$ cat config.mk
export PLATFORM = sky130hd
export DESIGN_NAME = alu_seq
export DESIGN_NICKNAME = d
export VERILOG_FILES = /design/src/rtl/alu_seq.sv
export SDC_FILE = /design/constraint.sdc
export NUM_CORES = 1
export LEC_CHECK = 0
export BUFFER_PORTS_ARGS = -buffer_cell sky130_fd_sc_hd__buf_2
export CORE_UTILIZATION = 55
export CTS_CLUSTER_DIAMETER = 120
export CTS_CLUSTER_SIZE = 28
export DETAILED_ROUTE_END_ITERATION = 6
export MAX_ROUTING_LAYER = met4
export PLACE_DENSITY_LB_ADDON = 0.25
export SLEW_MARGIN = 10
export SYNTH_ARGS = -nofsm -noshare
export SYNTH_HDL_FRONTEND = slang
export SYNTH_SLANG_ARGS = --single-unit
$ cat constraint.sdc
create_clock -name clk -period 9.58 [get_ports clk]
set_input_delay 0 -clock clk [delete_from_list [all_inputs] [get_ports clk]]
set_output_delay 0 -clock clk [all_outputs]
set_load 0.01 [all_outputs]
$ cat src/rtl/alu_seq.sv
// alu_seq: handshaked ALU with an iterative shift-add multiplier.
// Single-cycle ops (ADD, SUB, BGE, SLL, SRL, AND, OR) finish in one cycle.
// MUL steps MUL_STEP multiplier bits per BUSY cycle.
// Optional feature macro: ALU_FLAGS_EN adds registered flag_zero / flag_carry outputs.
module alu_seq #(
   parameter int WIDTH    = 32,
   parameter int MUL_STEP = 1
) (
   input  logic             clk,
   input  logic             rst_n,
   input  logic             in_valid,
   output logic             in_ready,
   input  logic [2:0]       op,
   input  logic [WIDTH-1:0] src1,
   input  logic [WIDTH-1:0] src2,
   output logic             out_valid,
   input  logic             out_ready,
   output logic [WIDTH-1:0] result,
   output logic             busy
`ifdef ALU_FLAGS_EN
   ,
   output logic             flag_zero,
   output logic             flag_carry
`endif
);

   localparam int STEPS = WIDTH / MUL_STEP;
   localparam int CW    = $clog2(STEPS) + 1;
   localparam int SW    = $clog2(WIDTH);

   localparam logic [2:0] OP_ADD = 3'd0;
   localparam logic [2:0] OP_MUL = 3'd1;
   localparam logic [2:0] OP_BGE = 3'd2;
   localparam logic [2:0] OP_SLL = 3'd3;
   localparam logic [2:0] OP_SUB = 3'd4;
   localparam logic [2:0] OP_SRL = 3'd5;
   localparam logic [2:0] OP_AND = 3'd6;
   localparam logic [2:0] OP_OR  = 3'd7;

   typedef enum logic [1:0] {IDLE, BUSY, DONE} state_t;

   state_t           state, state_nxt;
   logic [WIDTH-1:0] acc, mcand, mplier;
   logic [CW-1:0]    cnt;
   logic [WIDTH-1:0] digit, acc_nxt, alu_res;
   logic             accept, is_mul;

   // Result of every single-cycle op; MUL is handled by the iterative engine.
   function automatic logic [WIDTH-1:0] alu_f(input logic [2:0] o,
                                              input logic [WIDTH-1:0] a,
                                              input logic [WIDTH-1:0] b);
      logic [WIDTH-1:0] r;
      r = '0;
      case (o)
         OP_ADD:  r = a + b;
         OP_SUB:  r = a - b;
         OP_BGE:  r = {{(WIDTH-1){1'b0}}, (a >= b)};
         OP_SLL:  r = a << b[SW-1:0];
         OP_SRL:  r = a >> b[SW-1:0];
         OP_AND:  r = a & b;
         OP_OR:   r = a | b;
         default: r = '0;
      endcase
      return r;
   endfunction

`ifdef ALU_FLAGS_EN
   // Carry-out of ADD, borrow of SUB, zero otherwise.
   function automatic logic carry_f(input logic [2:0] o,
                                    input logic [WIDTH-1:0] a,
                                    input logic [WIDTH-1:0] b);
      logic [WIDTH:0] s;
      s = {1'b0, a} + {1'b0, b};
      case (o)
         OP_ADD:  carry_f = s[WIDTH];
         OP_SUB:  carry_f = (a < b);
         default: carry_f = 1'b0;
      endcase
   endfunction
`endif

   assign accept    = in_valid & in_ready;
   assign is_mul    = (op == OP_MUL);
   assign in_ready  = (state == IDLE);
   assign out_valid = (state == DONE);
   assign busy      = (state == BUSY);
   assign alu_res   = alu_f(op, src1, src2);
   assign digit     = WIDTH'(mplier[MUL_STEP-1:0]);
   assign acc_nxt   = acc + mcand * digit;

   // State register.
   always_ff @(posedge clk or negedge rst_n) begin
      if (!rst_n) state <= IDLE;
      else        state <= state_nxt;
   end

   // Next-state decode: DONE holds until the consumer drains it.
   always_comb begin
      state_nxt = state;
      case (state)
         IDLE: if (in_valid) state_nxt = is_mul ? BUSY : DONE;
         BUSY: if (cnt == '0) state_nxt = DONE;
         DONE: if (out_ready) state_nxt = IDLE;
         default: state_nxt = IDLE;
      endcase
   end

   // Datapath: operand capture on accept, shift-add iteration while busy.
   always_ff @(posedge clk or negedge rst_n) begin
      if (!rst_n) begin
         result <= '0;
         acc    <= '0;
         mcand  <= '0;
         mplier <= '0;
         cnt    <= '0;
`ifdef ALU_FLAGS_EN
         flag_zero  <= 1'b0;
         flag_carry <= 1'b0;
`endif
      end else if (accept) begin
         if (is_mul) begin
            acc    <= '0;
            mcand  <= src1;
            mplier <= src2;
            cnt    <= CW'(STEPS - 1);
         end else begin
            result <= alu_res;
`ifdef ALU_FLAGS_EN
            flag_zero  <= (alu_res == '0);
            flag_carry <= carry_f(op, src1, src2);
`endif
         end
      end else if (state == BUSY) begin
         acc    <= acc_nxt;
         mcand  <= mcand << MUL_STEP;
         mplier <= mplier >> MUL_STEP;
         cnt    <= cnt - 1'b1;
         if (cnt == '0) begin
            result <= acc_nxt;
`ifdef ALU_FLAGS_EN
            flag_zero  <= (acc_nxt == '0);
            flag_carry <= 1'b0;
`endif
         end
      end
   end

endmodule

==> results.ini, run 1 <==
[power]
p_switching_uw=2062
p_leak_uw=0.007853
intPower_uw=2184
peakVddDrop_mv=0.1408
clkPwrFrac_pct=17.5
power_uw=4247
p_seq_share_pct=24.9
switching_share_pct=48.56
comb_power_share_pct=57.6
powerDensity_nw_per_um2=244.2

[clock_network]
cts_tree=yes
worstSkewPairLatency_ns=0.46
cts_htree_levels=4
postCtsSetupRepairBufs=0
hold_buffers=63
clk_pin_slew_ns=0.07
cts_resized=0
numCtsBuffers=17
cts-root-buf=clkbuf_16
cts_buffer_depth=2
cts.sinks=136

[drt]
drt_iter0_drc=2530
wl_um=64660
drc_errors=0
vias_per_cell=6.743
ant_nets=0
vias=17660
wl_per_cell_um=24.69
firstDrtPassIters=6

[yosys]
syn_inst=2162
yosys_warnings=0
ys_top_cells_by_area=dfrtp_1 (22%), ha_1 (11%), nand2_1 (7.7%)
ys_ff_latch=136
async_flop_share_pct=100.0
synth_ff_type=dfrtp_1
synth_area_um2=15530
ys_seq_area_share_pct=21.91
ys_types=96
synth_top_area_share_pct=21.91
yosysMostFrequentCell=nand2_1
avgSynthCellArea_um2=7.184
synth_fp_nets=2373
yosysTopAreaCell=dfrtp_1
synthTopCellsByCount=nand2_1 (320), nor2_1 (281), a21oi_1 (205)
synth-edff-count=0

[flow_run]
cap_violations=0

[floorplanning]
die_h_um=170.1
initial_utilization_pct=55.91
die-area_um2=28920
fp.coreArea_um2=27780
die_x_um=170.1
row_count=61
io_pins=106

[worst_setup_path]
arrival_ns=4.77
worst_setup_path_start_kind=input port
critical_path_required_ns=9.93
rr_worst_depth=12
worstSetupPathType=in -> reg
crit_path_end_kind=flop
crit_fanout=12
cp_common_cell=nand2_1
crit_slowest_cell=nand2_1
crit_chain=dlygate4sd3_1, buf_2, nor2b_1, and2_1, a21oi_1, nor2_4, nand2_1, inv_1, nand2_1, nand2_1, o21ai_0, nor4_1, o221ai_1, nor2_1, nor3_1, a21o_1
cpPeakStageDelay_ns=0.72

[timing]
setup_viol=0
finalSetupTns_ns=0
fin_crit_sh_pct=46.15
worst_pin_slew_ns=0.9957
holdWs_ns=0.03386
maxSlewViolCount=0
finClkSkew_ns=0.01447
timing.final.hold_violations=0
rsz0062_at_grt=no
relSlewSlack_pct=33.62
max_freq_ghz=0.2262
fin_crit_ns=4.421

[placement]
port_buffers=105
hpwl_um=46870
gp_congestion=1.092
placed_cells=2521

[layout]
drive_gt1_share_pct=10.01
utilization_pct=62.61
nNetsFinal=2436
layoutNonFillerInstCount=2619
area_growth_pct=11.98

[grt]
grt_pass1_wl_um=96760
antenna_found_initial=2
grt.overflow.total=0
grt_max_degree=82
grt_usage_pct=45.63
grt_pass1_vias=16290

[status]
status=complete, no violations

[min_path]
hold_path_depth=3
hp-class=in -> reg

==> through the flow <==
step | cell area [um2] | worst slack [ns]
floorplan | 15530 | 6.071
global placement | 16120 | 5.345
detailed placement | 16120 | 5.305
CTS | 17390 | 5.369
global route | 17390 | 4.995
finish | 17390 | 5.159
==> worst max-delay path, delay by kind of cell <==
family | cells | cell delay (ns)
buffers and inverters | 3 | 1.24
AOI/OAI and AO/OA | 4 | 0.77
and+or+nand+nor | 9 | 2.75
==> final cells by class <==
| class | instances | area (um2) |
|---|---|---|
| Clock buffer | 17 | 425.4 |
| Fill cell | 2540 | 10390 |
| Clock inverter | 15 | 207.7 |
| Sequential cell | 136 | 3403 |
| Antenna cell | 3 | 7.507 |
| Timing Repair Buffer | 193 | 1350 |
| Multi-Input combinational cell | 1764 | 11100 |
| Inverter | 113 | 424.2 |
| Tap cell | 378 | 473.0 |
==> layer usage <==
metal	GRT usage, %	share of wire, %	routed length [um]	up-vias
met2	68.39	44	28160	1187
met5	-	0	0	-
met4	17.20	3.8	2448	0
met3	11.30	12	7675	188
met1	59.08	41	26390	8428
li1	-	-	-	7856
==> sequential cells by signal, summed over array words and instances, names as in the netlist <==
register,count
cnt,6
result,32
mcand,32
state,2
mplier,32
acc,32
==> cell families (layout without fill, tap and decap cells) <==
logic type | Yosys count | count (layout) | synth area share [%]
and+or+nand+nor | 784 | 784 | 21.71
adders and majority gates | 140 | 140 | 11.42
xor gates and xnor gates | 59 | 59 | 3.327
DFF | 136 | 136 | 21.91
AOI/OAI and AO/OA | 710 | 710 | 29.60
buffers and inverters | 262 | 338 | 6.718
muxes | 71 | 71 | 5.317
other | 0 | 3 | 0
==> placed cells by master (no fill, tap or decap), types with 8 or more instances in the layout <==
| cell | Yosys | final |
|---|---|---|
| nand2_1 | 320 | 319 |
| nor2_1 | 281 | 280 |
| a21oi_1 | 205 | 205 |
| ha_1 | 137 | 137 |
| dfrtp_1 | 136 | 136 |
| o21ai_0 | 123 | 123 |
| inv_1 | 106 | 105 |
| buf_2 | 25 | 104 |
| a31oi_1 | 79 | 79 |
| dlygate4sd3_1 | 0 | 63 |
| xnor2_1 | 47 | 47 |
| mux2i_1 | 45 | 45 |
| a211oi_1 | 42 | 42 |
| and2_1 | 35 | 35 |
| a21o_1 | 32 | 32 |
| nand3_1 | 30 | 30 |
| o211ai_1 | 27 | 27 |
| buf_4 | 1 | 25 |
| nor3_1 | 25 | 24 |
| mux2_2 | 18 | 18 |
| o22ai_1 | 18 | 18 |
| clkbuf_16 | 0 | 17 |
| nor2b_1 | 16 | 16 |
| nand4_1 | 15 | 15 |
| nand2b_1 | 15 | 15 |
| o221ai_1 | 15 | 15 |
| o31ai_1 | 14 | 14 |
| a221oi_1 | 14 | 14 |
| o21bai_1 | 14 | 14 |
| xor2_1 | 12 | 12 |
| o21ai_1 | 11 | 11 |
| a22oi_1 | 9 | 9 |
| and3_1 | 9 | 9 |
| nor4_1 | 9 | 9 |
| a41oi_1 | 9 | 9 |
| a211o_1 | 8 | 8 |
| a22o_1 | 8 | 8 |
==> path summary, 6_finish.rpt <==
kind / from / to / slack [ns]
hold reg to reg: acc[0] / acc[0] / 0.49
setup / recovery: op[1] / result[28] / 5.16
setup reg to reg: state[1] / result[28] / 5.21
hold / removal: src1[0] / mcand[0] / 0.03
min in group asynchronous: rst_n / acc[6] / 0.13
max in group asynchronous: rst_n / mcand[13] / 7.93
==> power groups by stage <==
stage	Sequential, uW	Combinational (uW)	Clock, uW
finish	1060	2450	742
global route	1080	2640	765
CTS	1040	2360	742
detailed placement	1050	2310	0
global placement	1040	2250	0
floorplan	1000	1690	0
Note: power is estimated with default switching activity, not from simulation.
==> run 2, diff against run 1 <==
clock period = 4.15 ns   (was 9.58 ns; I/O delays follow)
==> results.ini, run 2 (synthesis gave the netlist of run 1 again) <==
[layout]
fill_cells=2485  ; -2.2%
nNetsFinal=2459  ; +0.94%
final_common_cell=nand2_1
antenna_cells=0  ; -3
final_area_um2=17530  ; +0.79%
final_cell_mix=nand2_1 (319), nor2_1 (280), a21oi_1 (205)
drive_gt1_share_pct=10.84  ; +0.83 points
area_growth_pct=12.86

[timing]
rsz0062_at_grt=no
relSlewSlack_pct=30.87  ; -2.7 points
setup_viol=0  ; unchanged
maxSlewViolCount=0  ; unchanged
finalSetupTns_ns=0  ; unchanged
max_freq_ghz=0.2529
fin_crit_ns=3.954
worst_pin_slew_ns=1.037  ; +0.04117 ns
timing.final.hold_violations=0  ; unchanged
finClkSkew_ns=0.01675  ; +0.002279 ns
holdWs_ns=0.04007  ; +0.006216 ns
fin_crit_sh_pct=95.28

[clock_network]
cts-root-buf=clkbuf_16
worstSkewPairLatency_ns=0.47  ; about the same
numCtsBuffers=17  ; unchanged
cts_buffer_depth=2  ; unchanged
cts_htree_levels=4  ; unchanged
cts_tree=yes
clk_pin_slew_ns=0.07  ; about the same
cts.sinks=136  ; unchanged

[worst_setup_path]
crit_path_end_kind=flop
critical_path_required_ns=4.47  ; -5.46 ns
arrival_ns=4.28  ; -0.49 ns
worstSetupPathType=reg -> reg
crit_fanout=19  ; +7
worst_setup_path_start_kind=flop

[grt]
grt_pass1_wl_um=95500  ; -1.3%
grt_usage_pct=45.32  ; -0.31 points
grt_pass1_vias=16280  ; -0.068%
antenna_found_initial=0  ; -2
grt.overflow.total=0  ; unchanged
grt_max_degree=107  ; +30%

[placement]
place_area_um2=16280  ; +1.0%
gp_congestion=1.065  ; -2.5%
port_buffers=105  ; unchanged
hpwl_um=47230  ; +0.78%

[drt]
drt_iter0_drc=2683  ; +6.0%
vias_per_cell=6.709  ; -0.49%
wl_per_cell_um=24.26  ; -1.7%
firstDrtPassIters=7  ; +1
drc_errors=23  ; +23
ant_nets=0  ; unchanged
vias=17710  ; +0.27%
wl_um=64020  ; -1.0%

[floorplanning]
die_h_um=170.1  ; unchanged
initial_utilization_pct=55.91  ; unchanged
die_x_um=170.1  ; unchanged
io_pins=106  ; unchanged
die-area_um2=28920  ; unchanged
fp.coreArea_um2=27780  ; unchanged
row_count=61  ; unchanged

[power]
powerDensity_nw_per_um2=546.8  ; +120%
peakVddDrop_mv=0.3157  ; +120%
p_leak_uw=0.007947  ; +1.2%

[status]
status=finished, violations left
violations=design-rule violations

[min_path]
hp-class=in -> reg

[flow_run]
cap_violations=0  ; unchanged

[run 2: cell count changes in the layout (fill, tap and decap cells not counted), sizes merged]
cell / delta
dlygate4sd3: +3
buf: +20
bufinv: -2
diode: -3
clkinv: +2
[run 2: cell type report]
class                      count  area, um2  area share (%)
multi-input combinational   1764      11100           63.33
sequential                   136       3405           19.42
timing repair buffer         216       1543           8.800
tap                          378      473.0           2.698
clock buffer                  17      425.4           2.427
inverter                     113      424.2           2.420
clock inverter                15      158.9          0.9064
[run 2: timing repair]
item,CTS,global route
hold buffers,66,0
hold endpoints to repair,168,0
endpoints found under the setup margin,0,2
setup buffers,0,0
resized for setup,0,1
[run 2: worst paths after layout]
kind | from | cells past startpoint | to | slack [ns]
hold / removal | src1[7] | 3 | mcand[7] | 0.04
min in group asynchronous | rst_n | 2 | acc[1] | 0.26
max in group asynchronous | rst_n | 3 | result[21] | 2.89
setup / recovery | mplier[0] | 12 | result[31] | 0.20
setup reg to reg | mplier[0] | 12 | result[31] | 0.20
hold reg to reg | result[10] | 2 | result[10] | 0.50
[run 2: routing by layer]
metal	GRT usage, %	wire, um
met1	57.28	25060
met2	67.94	27850
met3	10.58	7749
met4	21.86	3361
met5	-	0
[run 2: stage by stage]
stage               worst slack [ns]  instances  utilization (%)  power, uW
floorplan                     0.6414       2162                -       6206
global placement              0.4778       2541            58.62       7521
detailed placement            0.3836       2541            58.62       7693
CTS                           0.2566       2639            63.10       9384
global route                 0.06186       2639            63.10      10170
finish                        0.1957       2639            63.10       9587
[run 2: worst max-delay path, stage by stage (launching register included)]
cell and delay (ns):
dfrtp_2 0.53, and2_1 0.22, ha_1 0.34, a211oi_2 0.30
o211ai_2 0.21, a32oi_2 0.36, o221ai_1 0.23, or4_1 0.57
a311o_1 0.32, xor2_1 0.33, xnor2_1 0.13, o211ai_1 0.12
nand4_1 0.13
[run 2: where the power goes]
group	internal, uW	switching, uW
Sequential	1940	451
Clock	850	730
Combinational	2160	3450
